[config.mk]
export PLATFORM = sky130hd
export DESIGN_NAME = rf_write_arbiter
export DESIGN_NICKNAME = d
export VERILOG_FILES = /design/src/rtl/rf_write_arbiter_pkg.sv /design/src/rtl/rf_write_arbiter.sv
export SDC_FILE = /design/constraint.sdc
export NUM_CORES = 1
export LEC_CHECK = 0
export BUFFER_PORTS_ARGS = -buffer_cell sky130_fd_sc_hd__buf_2
export CORE_MARGIN = 2
export CORE_UTILIZATION = 40
export CTS_BUF_LIST = sky130_fd_sc_hd__clkbuf_16
export CTS_CLUSTER_DIAMETER = 200
export DETAILED_ROUTE_END_ITERATION = 10
export HOLD_SLACK_MARGIN = 0.12
export PLACE_DENSITY = 0.75
export SETUP_SLACK_MARGIN = 0.02
export SYNTH_ARGS = -nofsm -noshare
export SYNTH_HDL_FRONTEND = slang
export SYNTH_SLANG_ARGS = --single-unit
export TNS_END_PERCENT = 30
[constraint.sdc]
create_clock -name clk_i -period 2.2 [get_ports clk_i]
set_input_delay 0.11 -clock clk_i [delete_from_list [all_inputs] [get_ports clk_i]]
set_output_delay 0.11 -clock clk_i [all_outputs]
set_load 0.005 [all_outputs]
[src/rtl/rf_write_arbiter_pkg.sv]
// Shared types for the register-file write-port arbiter.
package rf_write_arbiter_pkg;

   typedef enum logic [1:0] {
      IDLE  = 2'd0,
      PEND  = 2'd1,
      FORCE = 2'd2
   } rf_arb_state_t;

   localparam logic [4:0] X0_ADDR = 5'd0;

endpackage

[src/rtl/rf_write_arbiter.sv]
// Register-file write-port arbiter: the writeback stage has priority, and one
// long-latency result can be buffered. A buffered result that keeps losing
// arbitration is forced through by stalling writeback for one cycle.
// Optional macro RF_ARB_PERF_EN adds stall_cycles_o, a saturating count of
// cycles spent in FORCE.
module rf_write_arbiter
   import rf_write_arbiter_pkg::*;
#(
   parameter int MAX_WAIT = 4
) (
   input  logic        clk_i,
   input  logic        reset_i,
   input  logic        wb_valid_i,
   input  logic        wb_reg_write_i,
   input  logic [4:0]  wb_rd_i,
   input  logic [31:0] wb_result_i,
   input  logic        ll_valid_i,
   input  logic [4:0]  ll_rd_i,
   input  logic [31:0] ll_data_i,
   output logic        ll_ready_o,
   output logic        rf_we_o,
   output logic [4:0]  rf_waddr_o,
   output logic [31:0] rf_wdata_o,
   output logic        stall_w_o,
   output logic        ll_pending_o,
   output logic [4:0]  ll_pending_rd_o
`ifdef RF_ARB_PERF_EN
   ,
   output logic [31:0] stall_cycles_o
`endif
);

   localparam int              AGE_W    = $clog2(MAX_WAIT + 1);
   localparam logic [AGE_W-1:0] AGE_LAST = AGE_W'(MAX_WAIT - 1);

   rf_arb_state_t    state, state_next;
   logic [AGE_W-1:0] age, age_next;
   logic [4:0]       buf_rd;
   logic [31:0]      buf_data;
   logic             buf_load;
   logic             wb_req;
   logic             ll_accept;

   // Reset gates the combinational paths so every output reads 0 while it is held.
   assign wb_req     = ~reset_i & wb_valid_i & wb_reg_write_i & (wb_rd_i != X0_ADDR);
   assign ll_ready_o = ~reset_i & (state == IDLE);
   assign ll_accept  = ll_valid_i & ll_ready_o;

   // State, age and buffer flops; reset drops any buffered result unwritten.
   always_ff @(posedge clk_i or posedge reset_i) begin
      if (reset_i) begin
         state    <= IDLE;
         age      <= '0;
         buf_rd   <= '0;
         buf_data <= '0;
      end else begin
         state <= state_next;
         age   <= age_next;
         if (buf_load) begin
            buf_rd   <= ll_rd_i;
            buf_data <= ll_data_i;
         end
      end
   end

   // Next state: capture non-x0 results, count lost arbitrations, force when starved.
   always_comb begin
      state_next = state;
      age_next   = age;
      buf_load   = 1'b0;
      case (state)
         IDLE: begin
            if (ll_accept && (ll_rd_i != X0_ADDR)) begin
               state_next = PEND;
               age_next   = '0;
               buf_load   = 1'b1;
            end
         end
         PEND: begin
            if (!wb_req) begin
               state_next = IDLE;
            end else if (wb_rd_i == buf_rd) begin
               // Younger pipeline write to the same register supersedes the buffer.
               state_next = IDLE;
            end else if (age == AGE_LAST) begin
               state_next = FORCE;
            end else begin
               age_next = age + AGE_W'(1);
            end
         end
         FORCE: begin
            state_next = IDLE;
         end
         default: begin
            state_next = IDLE;
         end
      endcase
   end

   // Write port and status decode; stall depends on state flops only.
   always_comb begin
      rf_we_o         = 1'b0;
      rf_waddr_o      = '0;
      rf_wdata_o      = '0;
      stall_w_o       = 1'b0;
      ll_pending_o    = 1'b0;
      ll_pending_rd_o = X0_ADDR;
      case (state)
         IDLE: begin
            if (wb_req) begin
               rf_we_o    = 1'b1;
               rf_waddr_o = wb_rd_i;
               rf_wdata_o = wb_result_i;
            end
         end
         PEND: begin
            ll_pending_o    = 1'b1;
            ll_pending_rd_o = buf_rd;
            rf_we_o         = 1'b1;
            if (wb_req) begin
               rf_waddr_o = wb_rd_i;
               rf_wdata_o = wb_result_i;
            end else begin
               rf_waddr_o = buf_rd;
               rf_wdata_o = buf_data;
            end
         end
         FORCE: begin
            ll_pending_o    = 1'b1;
            ll_pending_rd_o = buf_rd;
            stall_w_o       = 1'b1;
            rf_we_o         = 1'b1;
            rf_waddr_o      = buf_rd;
            rf_wdata_o      = buf_data;
         end
         default: begin
            rf_we_o = 1'b0;
         end
      endcase
   end

`ifdef RF_ARB_PERF_EN
   // Saturating count of forced-write stall cycles.
   always_ff @(posedge clk_i or posedge reset_i) begin
      if (reset_i) begin
         stall_cycles_o <= '0;
      end else if ((state == FORCE) && (stall_cycles_o != 32'hFFFF_FFFF)) begin
         stall_cycles_o <= stall_cycles_o + 32'd1;
      end
   end
`endif

endmodule

# Word-level counts from Yosys, hierarchy flattened
# Cells that the tools add are included.
[word_totals]
register_bits = 42
in_bits = 79
out_inout_bits = 46
wordCells = 51
[classes]
add_sub_neg = 1
eq_ne = 9
muxes = 23
bitwise_logic = 6
reduce_logical = 8
[op_table]
columns = ["cell", "n"]
rows = [
  ["$pmux W32 S3", 1],
  ["$mux W32", 2],
  ["$mux W5", 3],
  ["$pmux W5 S3", 1],
  ["$mux W3", 4],
  ["$reduce_bool A5 Y1", 2],
  ["$mux W2", 4],
  ["$ne A2 B2 Y1 const B", 3],
  ["$pmux W3 S2", 1],
  ["$and A1 B1 Y1", 5],
  ["$eq A5 B5 Y1", 1],
  ["$mux W1", 5],
  ["$reduce_and A5 Y1", 1],
  ["$ne A4 B4 Y1 const B", 1],
  ["$pmux W2 S2", 1],
  ["$add A3 B1 Y3 const B", 1],
  ["$eq A3 B2 Y1 const B", 1],
  ["$eq A2 B1 Y1 const B", 1],
  ["$eq A2 B2 Y1 const B", 1],
  ["$logic_not A2 Y1", 1],
  ["$ne A2 B1 Y1 const B", 1],
  ["$pmux W1 S2", 1],
  ["$reduce_and A2 Y1", 1],
  ["$reduce_bool A2 Y1", 1],
  ["3 further kinds", 3],
]

# Depth between registers and ports, before layout
# Gate-level depths: netlist of the first run.
[depth]
depth_word = 6
depth_mapped = 10
depth_no_buf = 8

# Least setup slack after synthesis of the first run
# OpenSTA, ideal clock, no wires.
[synth_timing]
path_type = "input port to flip-flop"
start = "in reset_i"
end = "reg age[1]"
setup_ns = 0.127
arrival_ns = 2.313
t_required_ns = 2.073
slack_ns = -0.239
cell_stages = 6
path_buffers = 0
path_cell_list = "inv_1 > o2111ai_4 > a211oi_4 > mux2_4 > a22oi_1 > o21ai_1"
[synth_via]
elab_chain_cells = 6
word_cells_on_any_way = 10
cone_classes = "eq/ne (2); bitwise (6); reduce/logical (2)"
[synth_rtl]
columns = ["item", "line", "rtl"]
rows = [
  ["start: declaration", "rf_write_arbiter.sv:12", "input logic reset_i,"],
  ["$not A1 Y1 (*)", "rf_write_arbiter.sv:45, rf_write_arbiter.sv:46", ""],
  ["$and A1 B1 Y1, on equally long branches", "rf_write_arbiter.sv:45, rf_write_arbiter.sv:46", ""],
  ["$and A1 B1 Y1, on equally long branches", "rf_write_arbiter.sv:45, rf_write_arbiter.sv:47", ""],
  ["$and A1 B1 Y1 or $logic_and A1 B1 Y1 (tied branches)", "rf_write_arbiter.sv:45, rf_write_arbiter.sv:73", ""],
  ["$ne A2 B2 Y1 (no line) or $ne A2 B1 Y1 (tied branches)", "--", ""],
  ["$reduce_and A5 Y1 (no line) (*)", "--", ""],
  ["end signal: assignment", "rf_write_arbiter.sv:58", "age <= age_next;"],
  ["end: declaration", "rf_write_arbiter.sv:37", "logic [AGE_W-1:0] age, age_next;"],
]
# Mark *: on every way between the ends. The rest lies on a longest branch, timed or not.
# A chain may end at the register's enable or synchronous reset.

# Worst setup path in the final report of the first run
[layout_timing]
start = "in ll_rd_i[0]"
end = "reg buf_data[29]"
[layout_via]
elab_chain_cells = 4
[layout_rtl]
columns = ["item", "line", "rtl"]
rows = [
  ["start: declaration", "rf_write_arbiter.sv:18", "input logic [4:0] ll_rd_i,"],
  ["$reduce_bool A5 Y1", "rf_write_arbiter.sv:73", "if (ll_accept && (ll_rd_i != X0_ADDR)) begin"],
  ["$logic_and A1 B1 Y1", "rf_write_arbiter.sv:73", ""],
  ["$mux W1", "rf_write_arbiter.sv:73", ""],
  ["$mux W1", "rf_write_arbiter.sv:71", "case (state)"],
  ["end signal: assignment", "rf_write_arbiter.sv:61", "buf_data <= ll_data_i;"],
  ["end: declaration", "rf_write_arbiter.sv:39", "logic [31:0] buf_data;"],
]
# Every way passes these cells.

==> metrics.txt, run 1 <==
# TYPE chip_impl_metric gauge
chip_impl_info{name="run_status",value="complete, no violations"} 1
chip_impl_info{name="cts_tree",value="yes"} 1
chip_impl_metric{name="report.final.slew_viol_count",unit=""} 0
chip_impl_metric{name="port_buffer_count",unit=""} 124
chip_impl_metric{name="fin_setup_tns",unit="ps"} 0
chip_impl_metric{name="gp_congestion",unit=""} 0.8498
chip_impl_metric{name="max_fclk",unit="GHz"} 0.4836
chip_impl_info{name="holdPathEnd",value="buf_rd[4]"} 1
chip_impl_metric{name="grt_first_pass_wirelength",unit="µm"} 11020
chip_impl_metric{name="detailedRoute.firstIterationViolations",unit=""} 164
chip_impl_metric{name="r2r_setup_slack",unit="ps"} 230
chip_impl_metric{name="clock_transition_at_the_registers_of_the_reported_paths",unit="ps"} 60
chip_impl_metric{name="ys_seq_area_frac",unit=""} 0.4290
chip_impl_metric{name="syn_inst",unit=""} 241
chip_impl_metric{name="clock_insertion_delay_worst_skew",unit="ps"} 280
chip_impl_metric{name="numCtsBuffers",unit=""} 5
chip_impl_metric{name="cap_viol_max_count",unit=""} 0
chip_impl_metric{name="critical_path.max_fanout",unit=""} 12
chip_impl_metric{name="post_layout_min_period",unit="ps"} 2068
chip_impl_metric{name="worst_pin_slew",unit="ps"} 539.3
chip_impl_metric{name="fp.coreArea",unit="mm²"} 0.005921
chip_impl_info{name="crit_path_end_kind",value="flop"} 1
chip_impl_metric{name="fin_clk_skew",unit="ps"} 4.988
chip_impl_metric{name="clock-sinks",unit=""} 42
chip_impl_info{name="timing.rr.start",value="age[0]"} 1
chip_impl_metric{name="powerDensity",unit="mW/mm²"} 1141
chip_impl_metric{name="track_usage",unit=""} 0.2150
chip_impl_metric{name="ff_latch_area",unit="mm²"} 0.001051
chip_impl_metric{name="yosysWarnings",unit=""} 0
chip_impl_info{name="hold_class",value="in -> reg"} 1
chip_impl_metric{name="syn_area",unit="mm²"} 0.002450
chip_impl_metric{name="detail_route.first_pass.iterations",unit=""} 4
chip_impl_metric{name="nets",unit=""} 497
chip_impl_metric{name="crit_required",unit="ps"} 2360
chip_impl_metric{name="syn_area_per_cell",unit="µm²"} 10.17
chip_impl_metric{name="wire_length_per_cell_after_detailed_routing",unit="µm"} 15.01
chip_impl_metric{name="worst_hold_slack",unit="ps"} 363.4
chip_impl_metric{name="total_routed_length",unit="µm"} 7281
chip_impl_metric{name="reg2regPathDepth",unit=""} 7
chip_impl_metric{name="dp_worst_setup_slack",unit="ps"} 12.83
chip_impl_metric{name="placementRows",unit=""} 28
chip_impl_metric{name="grt_max_degree",unit=""} 43
chip_impl_metric{name="cts_max_path_buffers",unit=""} 2
chip_impl_metric{name="peakVddDrop",unit="V"} 0.0006588
chip_impl_metric{name="hold-path-cell-count",unit=""} 4
chip_impl_metric{name="synth_cell_types",unit=""} 32
chip_impl_metric{name="cts.htree.levels",unit=""} 2
chip_impl_metric{name="die_height",unit="µm"} 82.26
chip_impl_info{name="clock_tree.root_cell",value="sky130_fd_sc_hd__clkbuf_16"} 1
chip_impl_metric{name="route.detailed.drc",unit=""} 0
chip_impl_metric{name="ant_nets",unit=""} 0
chip_impl_info{name="criticalPathCategory",value="in -> reg"} 1
chip_impl_metric{name="power.static_leakage",unit="µW"} 0.001901
chip_impl_metric{name="grt_antenna_before_repair",unit=""} 0
chip_impl_metric{name="synthesized_nets",unit=""} 327
chip_impl_metric{name="io_pins",unit=""} 125
chip_impl_info{name="cp-start-kind",value="input pin"} 1
chip_impl_metric{name="vias_per_cell",unit=""} 5.151
chip_impl_info{name="hold_path.startpoint",value="ll_valid_i"} 1
chip_impl_metric{name="worst_ep_arrival_time",unit="ps"} 2230
chip_impl_info{name="unrepaired_setup_endpoints_after_global_routing",value="no"} 1
chip_impl_info{name="regToRegEndpoint",value="age[0]"} 1
chip_impl_metric{name="timing.final.crit_share",unit=""} 0.9399
chip_impl_metric{name="overflow",unit=""} 0
chip_impl_metric{name="relSlewSlack",unit=""} 0.6404
chip_impl_metric{name="final_hold_viol_count",unit=""} 0
chip_impl_metric{name="finalWorstSetupSlack",unit="ps"} 132.3
chip_impl_metric{name="setup_viol",unit=""} 0
chip_impl_metric{name="initial_utilization",unit=""} 0.4138
chip_impl_metric{name="drive_above_1_share",unit=""} 0.4585
chip_impl_metric{name="antenna_cells_inserted",unit=""} 0
chip_impl_metric{name="hpwl_reported_at_the_end_of_detailed_placement",unit="µm"} 4736
chip_impl_metric{name="multi_input_gate_area_in_the_final_layout",unit="mm²"} 0.001311
chip_impl_metric{name="dieWidth",unit="µm"} 82.26
chip_impl_metric{name="floorplan.die_area",unit="mm²"} 0.006767
chip_impl_metric{name="routed_via_count",unit=""} 2498
chip_impl_metric{name="filler_instances",unit=""} 494
chip_impl_metric{name="area.growth.synth_to_final",unit="%"} 53.01
chip_impl_metric{name="first_global_vias",unit=""} 2394
chip_impl_metric{name="seq_cells_post_synth",unit=""} 42
chip_impl_metric{name="finalCoreUtilization",unit=""} 0.6331
Yosys cell counts:
cell type	count	area (µm²)
sky130_fd_sc_hd__and2_1	5	31.28
sky130_fd_sc_hd__ha_1	7	87.58
sky130_fd_sc_hd__o2111ai_4	1	26.28
sky130_fd_sc_hd__o21ai_1	1	5.000
sky130_fd_sc_hd__a22oi_1	38	285.3
sky130_fd_sc_hd__and3b_1	1	8.760
sky130_fd_sc_hd__mux2_2	32	360.4
sky130_fd_sc_hd__xor2_1	5	43.79
sky130_fd_sc_hd__dfrtp_1	42	1051
sky130_fd_sc_hd__mux2_4	1	15.01
sky130_fd_sc_hd__or4_1	1	7.510
sky130_fd_sc_hd__o221ai_1	1	8.760
sky130_fd_sc_hd__nor2_1	46	172.7
sky130_fd_sc_hd__a211oi_4	1	20.02
sky130_fd_sc_hd__clkbuf_1	8	30.03
sky130_fd_sc_hd__nor3_1	1	5.000
sky130_fd_sc_hd__nor4b_1	1	8.760
sky130_fd_sc_hd__o21ai_0	2	10.01
sky130_fd_sc_hd__or4_4	1	11.26
sky130_fd_sc_hd__buf_6	4	45.04
sky130_fd_sc_hd__a22o_1	1	8.760
sky130_fd_sc_hd__nand2b_1	1	6.260
sky130_fd_sc_hd__a21o_1	1	7.510
sky130_fd_sc_hd__a21oi_1	4	20.02
sky130_fd_sc_hd__mux2i_1	3	30.03
sky130_fd_sc_hd__and2_2	1	7.510
sky130_fd_sc_hd__nand2_1	17	63.81
sky130_fd_sc_hd__a21oi_2	1	8.760
sky130_fd_sc_hd__buf_2	4	20.02
sky130_fd_sc_hd__inv_1	7	26.28
sky130_fd_sc_hd__xnor2_1	1	8.760
sky130_fd_sc_hd__o21ai_2	1	8.760
power breakdown:
group	internal, µW	total, µW	switching (µW)
sequential	1160	1410	250
combinational	1150	2200	1050
clock	403	668	265
total	2710	4280	1570
cell usage in the layout, fill, tap and decap left out, drive strengths merged:
cell type    instances
nor4b                1
mux2i                3
a22oi               38
o2111ai              1
xor2                 5
ha                   7
and3b                1
mux2                33
nand2b               1
a22o                 1
clkbuf               5
nor2                46
buf                140
a21o                 1
a211oi               1
nand2               17
o21ai                4
a21oi                6
nor3                 1
clkinvlp             1
xnor2                1
clkinv               1
inv                  6
o221ai               1
and2                 6
dlygate4sd3         38
dfrtp               42
or4                  2
cell families after synthesis:
| logic type | Yosys count | share of synthesized area |
|---|---|---|
| muxes | 36 | 0.1655 |
| DFF | 42 | 0.4290 |
| adders and majority gates | 7 | 0.03575 |
| and+or+nand+nor | 75 | 0.1318 |
| xor gates and xnor gates | 6 | 0.02145 |
| buffers and inverters | 23 | 0.04954 |
| AOI/OAI and AO/OA | 52 | 0.1670 |
worst max-delay path, stage by stage:
cell and delay [ps]:
sky130_fd_sc_hd__dlygate4sd3_1 530, sky130_fd_sc_hd__buf_2 130, sky130_fd_sc_hd__or4_1 570, sky130_fd_sc_hd__o21ai_4 250, sky130_fd_sc_hd__buf_4 270, sky130_fd_sc_hd__mux2_2 360
timing repair:
action	4_1_cts	5_1_grt
endpoints found under the setup margin	37	18
resized for setup	3	0
buffers inserted	3	1
cloned	1	0
endpoints found under the hold margin	79	0
hold buffers	38	0
pin swaps	2	1
flip-flops by register name (all words and copies together), names as in the netlist:
register  flops
buf_data     32
buf_rd        5
age           3
state         2
per-stage QoR:
stage | instances | power [µW] | cell area, µm²
floorplan | 241 | 2759 | 2454
global placement | 436 | 3427 | 3178
detailed placement | 436 | 3484 | 3178
CTS | 484 | 4263 | 3729
global route | 485 | 4614 | 3749
finish | 485 | 4279 | 3749
worst max-delay path by stage:
stage,from,end,slack [ps],depth (start not counted)
4_1_cts,state[1],rf_wdata_o[12],40,7
2_1_floorplan,age[0],age[1],200,7
6_report,ll_rd_i[0],buf_data[29],130,6
5_1_grt,ll_rd_i[0],age[0],30,8
3_5_place_dp,state[1],rf_wdata_o[13],10,7
3_3_place_gp,state[0],rf_wdata_o[17],100,7
metal layers:
layer / vias up / track usage / share of wire
met1: 1205 / 0.2575 / 0.43
li1: 1195 / - / -
met3: 7 / 0.04130 / 0.052
met2: 91 / 0.3879 / 0.51
met5: - / 0 / 0
met4: 0 / 0.06500 / 0.0093
final cells by class:
cell class / count / area share
clock buffer: 5 / 0.03338
clock inverter: 1 / 0.001001
inverter: 7 / 0.008011
multi-input combinational: 177 / 0.3498
sequential: 42 / 0.2804
tap: 75 / 0.02503
timing repair buffer: 178 / 0.3024
(Power assumes the default switching activity.)
==> inputs of run 2 (changes only) <==
- CORE_UTILIZATION: 40 -> 49
- PLACE_DENSITY: 0.75 -> 0.85
- clock period: 2.2 -> 2.5 ns (I/O delays scaled with it)
==> metrics.txt, run 2 (synthesis gave the netlist of run 1 again) <==
# TYPE chip_impl_metric gauge
chip_impl_info{name="hold_path.startpoint",value="ll_valid_i"} 1
chip_impl_info{name="run_status",value="complete, no violations"} 1
chip_impl_metric{name="numCtsBuffers",unit=""} 5
chip_impl_metric{name="largest_register_ffs",unit=""} 32
chip_impl_metric{name="grt_first_pass_wirelength",unit="µm"} 11410
chip_impl_metric{name="r2r_setup_slack",unit="ps"} 420
chip_impl_metric{name="fin_setup_tns",unit="ps"} 0
chip_impl_metric{name="hpwl_reported_at_the_end_of_detailed_placement",unit="µm"} 4686
chip_impl_metric{name="final_hold_viol_count",unit=""} 0
chip_impl_metric{name="hold-path-cell-count",unit=""} 4
chip_impl_info{name="cp-start-kind",value="input pin"} 1
chip_impl_metric{name="initial_utilization",unit=""} 0.5119
chip_impl_info{name="clock_tree.root_cell",value="sky130_fd_sc_hd__clkbuf_16"} 1
chip_impl_metric{name="first_global_vias",unit=""} 2547
chip_impl_metric{name="area.growth.synth_to_final",unit="%"} 50.41
chip_impl_info{name="crit_path_end_kind",value="flop"} 1
chip_impl_metric{name="dp_worst_setup_slack",unit="ps"} 337.4
chip_impl_metric{name="finalWorstSetupSlack",unit="ps"} 119.0
chip_impl_metric{name="wire_length_per_cell_after_detailed_routing",unit="µm"} 15.97
chip_impl_metric{name="clock_insertion_delay_worst_skew",unit="ps"} 280
chip_impl_metric{name="report.final.slew_viol_count",unit=""} 0
chip_impl_metric{name="setup_viol",unit=""} 0
chip_impl_info{name="layout_commonest_cell",value="sky130_fd_sc_hd__buf_2"} 1
chip_impl_info{name="timing.rr.start",value="state[0]"} 1
chip_impl_info{name="register_ranked_first_by_flip_flop_count",value="buf_data"} 1
chip_impl_metric{name="clock_transition_at_the_registers_of_the_reported_paths",unit="ps"} 50
chip_impl_metric{name="ant_nets",unit=""} 0
chip_impl_metric{name="max_fclk",unit="GHz"} 0.4200
chip_impl_metric{name="cts.htree.levels",unit=""} 2
chip_impl_metric{name="io_pins",unit=""} 125
chip_impl_info{name="largest_registers",value="buf_data (32), buf_rd (5), age (3)"} 1
chip_impl_metric{name="route.detailed.drc",unit=""} 0
chip_impl_metric{name="worst_hold_slack",unit="ps"} 378.8
chip_impl_info{name="layout_common_cells",value="124 x sky130_fd_sc_hd__buf_2, 46 x sky130_fd_sc_hd__nor2_1, 42 x sky130_fd_sc_hd__dfrtp_1"} 1
chip_impl_metric{name="powerDensity",unit="mW/mm²"} 1046
chip_impl_metric{name="grt_max_degree",unit=""} 43
chip_impl_metric{name="placementRows",unit=""} 25
chip_impl_metric{name="worst_pin_slew",unit="ps"} 622.6
chip_impl_metric{name="vias_per_cell",unit=""} 5.360
chip_impl_metric{name="power.static_leakage",unit="µW"} 0.001876
chip_impl_metric{name="total_routed_length",unit="µm"} 7488
chip_impl_info{name="holdPathEnd",value="buf_rd[4]"} 1
chip_impl_metric{name="die_height",unit="µm"} 74.71
chip_impl_info{name="regToRegEndpoint",value="buf_data[18]"} 1
chip_impl_metric{name="ff_latch_area",unit="mm²"} 0.001051
chip_impl_metric{name="clock-sinks",unit=""} 42
chip_impl_metric{name="detail_route.first_pass.iterations",unit=""} 4
chip_impl_metric{name="reg2regPathDepth",unit=""} 6
chip_impl_metric{name="floorplan.die_area",unit="mm²"} 0.005582
chip_impl_metric{name="cap_viol_max_count",unit=""} 0
chip_impl_metric{name="routed_via_count",unit=""} 2514
chip_impl_metric{name="relSlewSlack",unit=""} 0.5849
chip_impl_metric{name="port_buffer_count",unit=""} 124
chip_impl_info{name="criticalPathCategory",value="in -> reg"} 1
chip_impl_metric{name="gp_congestion",unit=""} 0.8128
chip_impl_metric{name="crit_required",unit="ps"} 2660
chip_impl_metric{name="fp.coreArea",unit="mm²"} 0.004786
chip_impl_metric{name="multi_input_gate_area_in_the_final_layout",unit="mm²"} 0.001292
chip_impl_info{name="cts_tree",value="yes"} 1
chip_impl_metric{name="timing.final.crit_share",unit=""} 0.9524
chip_impl_metric{name="worst_ep_arrival_time",unit="ps"} 2540
chip_impl_metric{name="peakVddDrop",unit="V"} 0.0006365
chip_impl_metric{name="nets",unit=""} 487
chip_impl_metric{name="grt_antenna_before_repair",unit=""} 1
chip_impl_metric{name="dieWidth",unit="µm"} 74.71
chip_impl_metric{name="cts_max_path_buffers",unit=""} 2
chip_impl_metric{name="detailedRoute.firstIterationViolations",unit=""} 150
chip_impl_info{name="hold_class",value="in -> reg"} 1
chip_impl_metric{name="track_usage",unit=""} 0.2696
chip_impl_metric{name="filler_instances",unit=""} 311
chip_impl_metric{name="overflow",unit=""} 0
chip_impl_metric{name="drive_above_1_share",unit=""} 0.4414
chip_impl_metric{name="fin_clk_skew",unit="ps"} 6.112
chip_impl_info{name="unrepaired_setup_endpoints_after_global_routing",value="yes"} 1
chip_impl_metric{name="post_layout_min_period",unit="ps"} 2381
chip_impl_metric{name="critical_path.max_fanout",unit=""} 17
==> run 2: where the power goes <==
part           internal [µW]  switching (µW)  total, µW
Combinational            977             919       1900
Sequential              1020             236       1260
Clock                    461             239        701
==> run 2: final cells by class <==
class | instances | area share
Antenna cell | 1 | 0.0006791
Clock buffer | 5 | 0.03396
Clock inverter | 2 | 0.009168
Inverter | 7 | 0.007131
Multi-Input combinational cell | 176 | 0.3508
Sequential cell | 42 | 0.2852
Tap cell | 67 | 0.02275
Timing Repair Buffer | 169 | 0.2903
==> run 2: metal layers <==
metal / GRT usage / share of wire / vias up
met5: 0 / 0 / -
met4: 0.1310 / 0.036 / 0
met3: 0.06560 / 0.071 / 24
met2: 0.4553 / 0.51 / 123
met1: 0.3241 / 0.38 / 1199
li1: - / - / 1168
==> run 2: how the worst max path moves through the flow <==
stage | start | end | slack, ps | cells after the start
2_1_floorplan | reset_i | age[1] | 50 | 6
3_3_place_gp | ll_rd_i[0] | buf_data[19] | 420 | 5
3_5_place_dp | state[0] | rf_wdata_o[28] | 340 | 8
4_1_cts | state[0] | rf_wdata_o[31] | 100 | 8
5_1_grt | ll_rd_i[0] | buf_data[18] | 20 | 6
6_report | ll_rd_i[0] | buf_data[18] | 120 | 6
==> run 2: through the flow <==
step                      power [µW]  instances    util  instance area [µm²]
after floorplan                 2428        241       -                 2450
after global placement          2988        423  0.6544                 3132
after detailed placement        3055        423  0.6544                 3132
after CTS                       3835        468  0.7678                 3675
after global routing            4130        469  0.7699                 3685
final                           3855        469  0.7699                 3685
==> run 2: worst max-delay path: stages <==
cell                            delay, ps
sky130_fd_sc_hd__dlygate4sd3_1        540
sky130_fd_sc_hd__buf_2                130
sky130_fd_sc_hd__or4_1                570
sky130_fd_sc_hd__o21ai_4              480
sky130_fd_sc_hd__buf_4                330
sky130_fd_sc_hd__mux2_2               350
==> run 2: timing repair <==
action,4_1_cts,5_1_grt
resized for setup,1,1
hold endpoints to repair,79,0
pin swaps,0,0
setup buffers,0,0
hold buffers,38,0
setup endpoints to repair,1,30
==> inputs of run 3 (changes only) <==
- ABC_AREA: default -> 1
==> metrics.txt, run 3 <==
# TYPE chip_impl_metric gauge
chip_impl_metric{name="wl_met2",unit="µm"} 3992
chip_impl_info{name="timing.rr.start",value="state[0]"} 1
chip_impl_metric{name="r2r_setup_slack",unit="ps"} 610
chip_impl_metric{name="critical_path.max_fanout",unit=""} 20
chip_impl_metric{name="detail_route.first_pass.iterations",unit=""} 5
chip_impl_info{name="synth_top_cell_by_area",value="sky130_fd_sc_hd__dfrtp_1"} 1
chip_impl_metric{name="placementRows",unit=""} 25
chip_impl_info{name="cp-startpoint",value="state[1]"} 1
chip_impl_metric{name="clock_transition_at_the_registers_of_the_reported_paths",unit="ps"} 60
chip_impl_metric{name="synthesized_nets",unit=""} 388
chip_impl_metric{name="clock-sinks",unit=""} 42
chip_impl_info{name="synth.area.top_cells",value="sky130_fd_sc_hd__dfrtp_1 42%, sky130_fd_sc_hd__nand2_1 16%, sky130_fd_sc_hd__mux2_2 15%"} 1
chip_impl_metric{name="synth_cell_types",unit=""} 21
chip_impl_metric{name="ant_nets",unit=""} 0
chip_impl_metric{name="reg2regPathDepth",unit=""} 7
chip_impl_metric{name="hpwl_reported_at_the_end_of_detailed_placement",unit="µm"} 4900
chip_impl_info{name="regToRegEndpoint",value="buf_data[15]"} 1
chip_impl_metric{name="ys_seq_area_frac",unit=""} 0.4230
chip_impl_metric{name="top_area_cell_type_share_of_the_netlist_area",unit=""} 0.4230
chip_impl_metric{name="wire_length_per_cell_after_detailed_routing",unit="µm"} 14.05
chip_impl_metric{name="filler_instances",unit=""} 369
chip_impl_metric{name="synth_async_sr_flop_share",unit=""} 1.000
chip_impl_metric{name="vias_per_cell",unit=""} 5.107
chip_impl_metric{name="gp_congestion",unit=""} 0.8172
chip_impl_info{name="cp-start-kind",value="flop"} 1
chip_impl_metric{name="worst_ep_arrival_time",unit="ps"} 2140
chip_impl_metric{name="setup_viol",unit=""} 0
chip_impl_metric{name="cts.htree.levels",unit=""} 2
chip_impl_metric{name="clock_insertion_delay_worst_skew",unit="ps"} 280
chip_impl_metric{name="yosysWarnings",unit=""} 0
chip_impl_metric{name="routed_via_count",unit=""} 2712
chip_impl_metric{name="synth_enable_flop_cells",unit=""} 0
chip_impl_info{name="hold_class",value="in -> reg"} 1
chip_impl_metric{name="detailedRoute.firstIterationViolations",unit=""} 104
chip_impl_metric{name="overflow",unit=""} 0
chip_impl_metric{name="crit_required",unit="ps"} 2380
chip_impl_metric{name="totalPowerFinal",unit="µW"} 3628
chip_impl_metric{name="routedLengthMet1",unit="µm"} 2890
chip_impl_metric{name="io_pins",unit=""} 125
chip_impl_info{name="layout_common_cells",value="124 x sky130_fd_sc_hd__buf_2, 107 x sky130_fd_sc_hd__nand2_1, 42 x sky130_fd_sc_hd__dfrtp_1"} 1
chip_impl_metric{name="drive_above_1_share",unit=""} 0.3879
chip_impl_metric{name="fp.coreArea",unit="mm²"} 0.004817
chip_impl_metric{name="initial_utilization",unit=""} 0.5158
chip_impl_metric{name="track_usage",unit=""} 0.2620
chip_impl_metric{name="ff_latch_area",unit="mm²"} 0.001051
chip_impl_metric{name="cts_max_path_buffers",unit=""} 2
chip_impl_metric{name="floorplan.die_area",unit="mm²"} 0.005657
chip_impl_metric{name="hold-path-cell-count",unit=""} 3
chip_impl_metric{name="relSlewSlack",unit=""} 0.6470
chip_impl_metric{name="cap_viol_max_count",unit=""} 0
chip_impl_metric{name="dieWidth",unit="µm"} 75.21
chip_impl_metric{name="fin_clk_skew",unit="ps"} 5.441
chip_impl_metric{name="met3RoutedLength",unit="µm"} 456
chip_impl_info{name="unrepaired_setup_endpoints_after_global_routing",value="no"} 1
chip_impl_info{name="clock_tree.root_cell",value="sky130_fd_sc_hd__clkbuf_16"} 1
chip_impl_metric{name="worst_pin_slew",unit="ps"} 529.5
chip_impl_metric{name="final_cells",unit=""} 531
chip_impl_info{name="register_ranked_first_by_flip_flop_count",value="buf_data"} 1
chip_impl_metric{name="area.growth.synth_to_final",unit="%"} 48.19
chip_impl_metric{name="post_layout_min_period",unit="ps"} 2266
chip_impl_info{name="cts_tree",value="yes"} 1
chip_impl_metric{name="multi_input_gate_area_in_the_final_layout",unit="mm²"} 0.001265
chip_impl_metric{name="final_hold_viol_count",unit=""} 0
chip_impl_metric{name="fin_setup_tns",unit="ps"} 0
chip_impl_info{name="hold_path.startpoint",value="ll_rd_i[3]"} 1
chip_impl_metric{name="max_fclk",unit="GHz"} 0.4412
chip_impl_metric{name="report.final.slew_viol_count",unit=""} 0
chip_impl_metric{name="grt_antenna_before_repair",unit=""} 0
chip_impl_metric{name="die_height",unit="µm"} 75.21
chip_impl_info{name="synth.cells.most_frequent",value="107 x sky130_fd_sc_hd__nand2_1, 42 x sky130_fd_sc_hd__dfrtp_1, 39 x sky130_fd_sc_hd__a21oi_1, 32 x sky130_fd_sc_hd__mux2_2, 20 x sky130_fd_sc_hd__inv_1"} 1
chip_impl_info{name="synthMostInstantiatedCell",value="sky130_fd_sc_hd__nand2_1"} 1
chip_impl_metric{name="timing.final.crit_share",unit=""} 0.9065
chip_impl_info{name="crit_path_end_kind",value="primary output"} 1
chip_impl_info{name="layout_commonest_cell",value="sky130_fd_sc_hd__buf_2"} 1
chip_impl_metric{name="dpl.cell_count",unit=""} 488
chip_impl_metric{name="post_cts_resize_count",unit=""} 0
chip_impl_metric{name="numCtsBuffers",unit=""} 5
chip_impl_metric{name="power.static_leakage",unit="µW"} 0.001954
chip_impl_metric{name="finalCoreUtilization",unit=""} 0.7644
chip_impl_info{name="run_status",value="complete, no violations"} 1
chip_impl_metric{name="powerDensity",unit="mW/mm²"} 985.3
chip_impl_metric{name="antenna_cells_inserted",unit=""} 0
chip_impl_metric{name="largest_register_ffs",unit=""} 32
chip_impl_metric{name="total_routed_length",unit="µm"} 7462
chip_impl_info{name="largest_registers",value="buf_data (32), buf_rd (5), age (3)"} 1
chip_impl_metric{name="syn_inst",unit=""} 302
chip_impl_metric{name="syn_area",unit="mm²"} 0.002485
chip_impl_info{name="criticalPathCategory",value="reg -> out"} 1
chip_impl_info{name="holdPathEnd",value="buf_rd[3]"} 1
chip_impl_metric{name="grt_max_degree",unit=""} 43
chip_impl_metric{name="nets",unit=""} 549
chip_impl_metric{name="grt_first_pass_wirelength",unit="µm"} 11210
chip_impl_info{name="synth-main-ff-cell",value="sky130_fd_sc_hd__dfrtp_1"} 1
chip_impl_metric{name="first_global_vias",unit=""} 2558
chip_impl_metric{name="seq_cells_post_synth",unit=""} 42
chip_impl_metric{name="peakVddDrop",unit="V"} 0.0005864
chip_impl_info{name="route.top_layer_used",value="met4"} 1
chip_impl_metric{name="port_buffer_count",unit=""} 124
chip_impl_metric{name="syn_area_per_cell",unit="µm²"} 8.228
chip_impl_metric{name="route.detailed.drc",unit=""} 0
## run 3: how the worst max path moves through the flow
stage,slack (ps),endpoint
finish,230,rf_wdata_o[0]
global route,100,rf_wdata_o[3]
CTS,290,rf_wdata_o[1]
detailed placement,600,rf_wdata_o[16]
global placement,660,rf_wdata_o[16]
floorplan,810,rf_waddr_o[0]
## run 3: area by class of cell
type	instances	share of cell area
Timing Repair Buffer	168	0.2854
Multi-Input combinational cell	222	0.3435
Clock buffer	5	0.03398
Clock inverter	3	0.004417
Sequential cell	42	0.2854
Tap cell	67	0.02277
Inverter	24	0.02446
## run 3: cells by family after synthesis
| family | share of synthesized area |
|---|---|
| xor+xnor | 0.003525 |
| mux | 0.1541 |
| flops | 0.4230 |
| fa+ha+maj | 0.03525 |
| simple gates | 0.2135 |
| compound gates | 0.1007 |
| buf+inv | 0.06998 |
## run 3: metrics by stage
stage	worst slack [ps]	instance area, µm²	hold WS [ps]
6_report	233.7	3682	148.0
5_1_grt	95.59	3682	168.7
4_1_cts	292.7	3682	146.3
3_5_place_dp	599.2	3191	312.2
3_3_place_gp	656.7	3191	320.8
2_1_floorplan	805.8	2485	128.6
## run 3: critical path, cell delays in order, from the launching register on
cell and delay [ps]:
sky130_fd_sc_hd__dfrtp_1 410, sky130_fd_sc_hd__inv_1 120, sky130_fd_sc_hd__ha_1 320, sky130_fd_sc_hd__inv_2 150, sky130_fd_sc_hd__a21oi_4 180, sky130_fd_sc_hd__buf_4 260, sky130_fd_sc_hd__nand2_1 100, sky130_fd_sc_hd__a21oi_1 180
sky130_fd_sc_hd__buf_2 140
## run 3: where the power goes
group	internal, µW	leakage [µW]	switching [µW]
clock	366	0.0000730	246
combinational	876	0.00138	919
sequential	1010	0.000506	214
## run 3: per-layer routing
| metal | track usage | up-vias |
|---|---|---|
| met2 | 0.4883 | 127 |
| li1 | - | 1297 |
| met1 | 0.2982 | 1272 |
| met5 | 0 | - |
| met4 | 0.08382 | 0 |
| met3 | 0.05489 | 16 |
## run 3: timing repair
action	CTS	global route
endpoints found under the hold margin	76	0
setup buffers	0	0
hold buffers	35	0
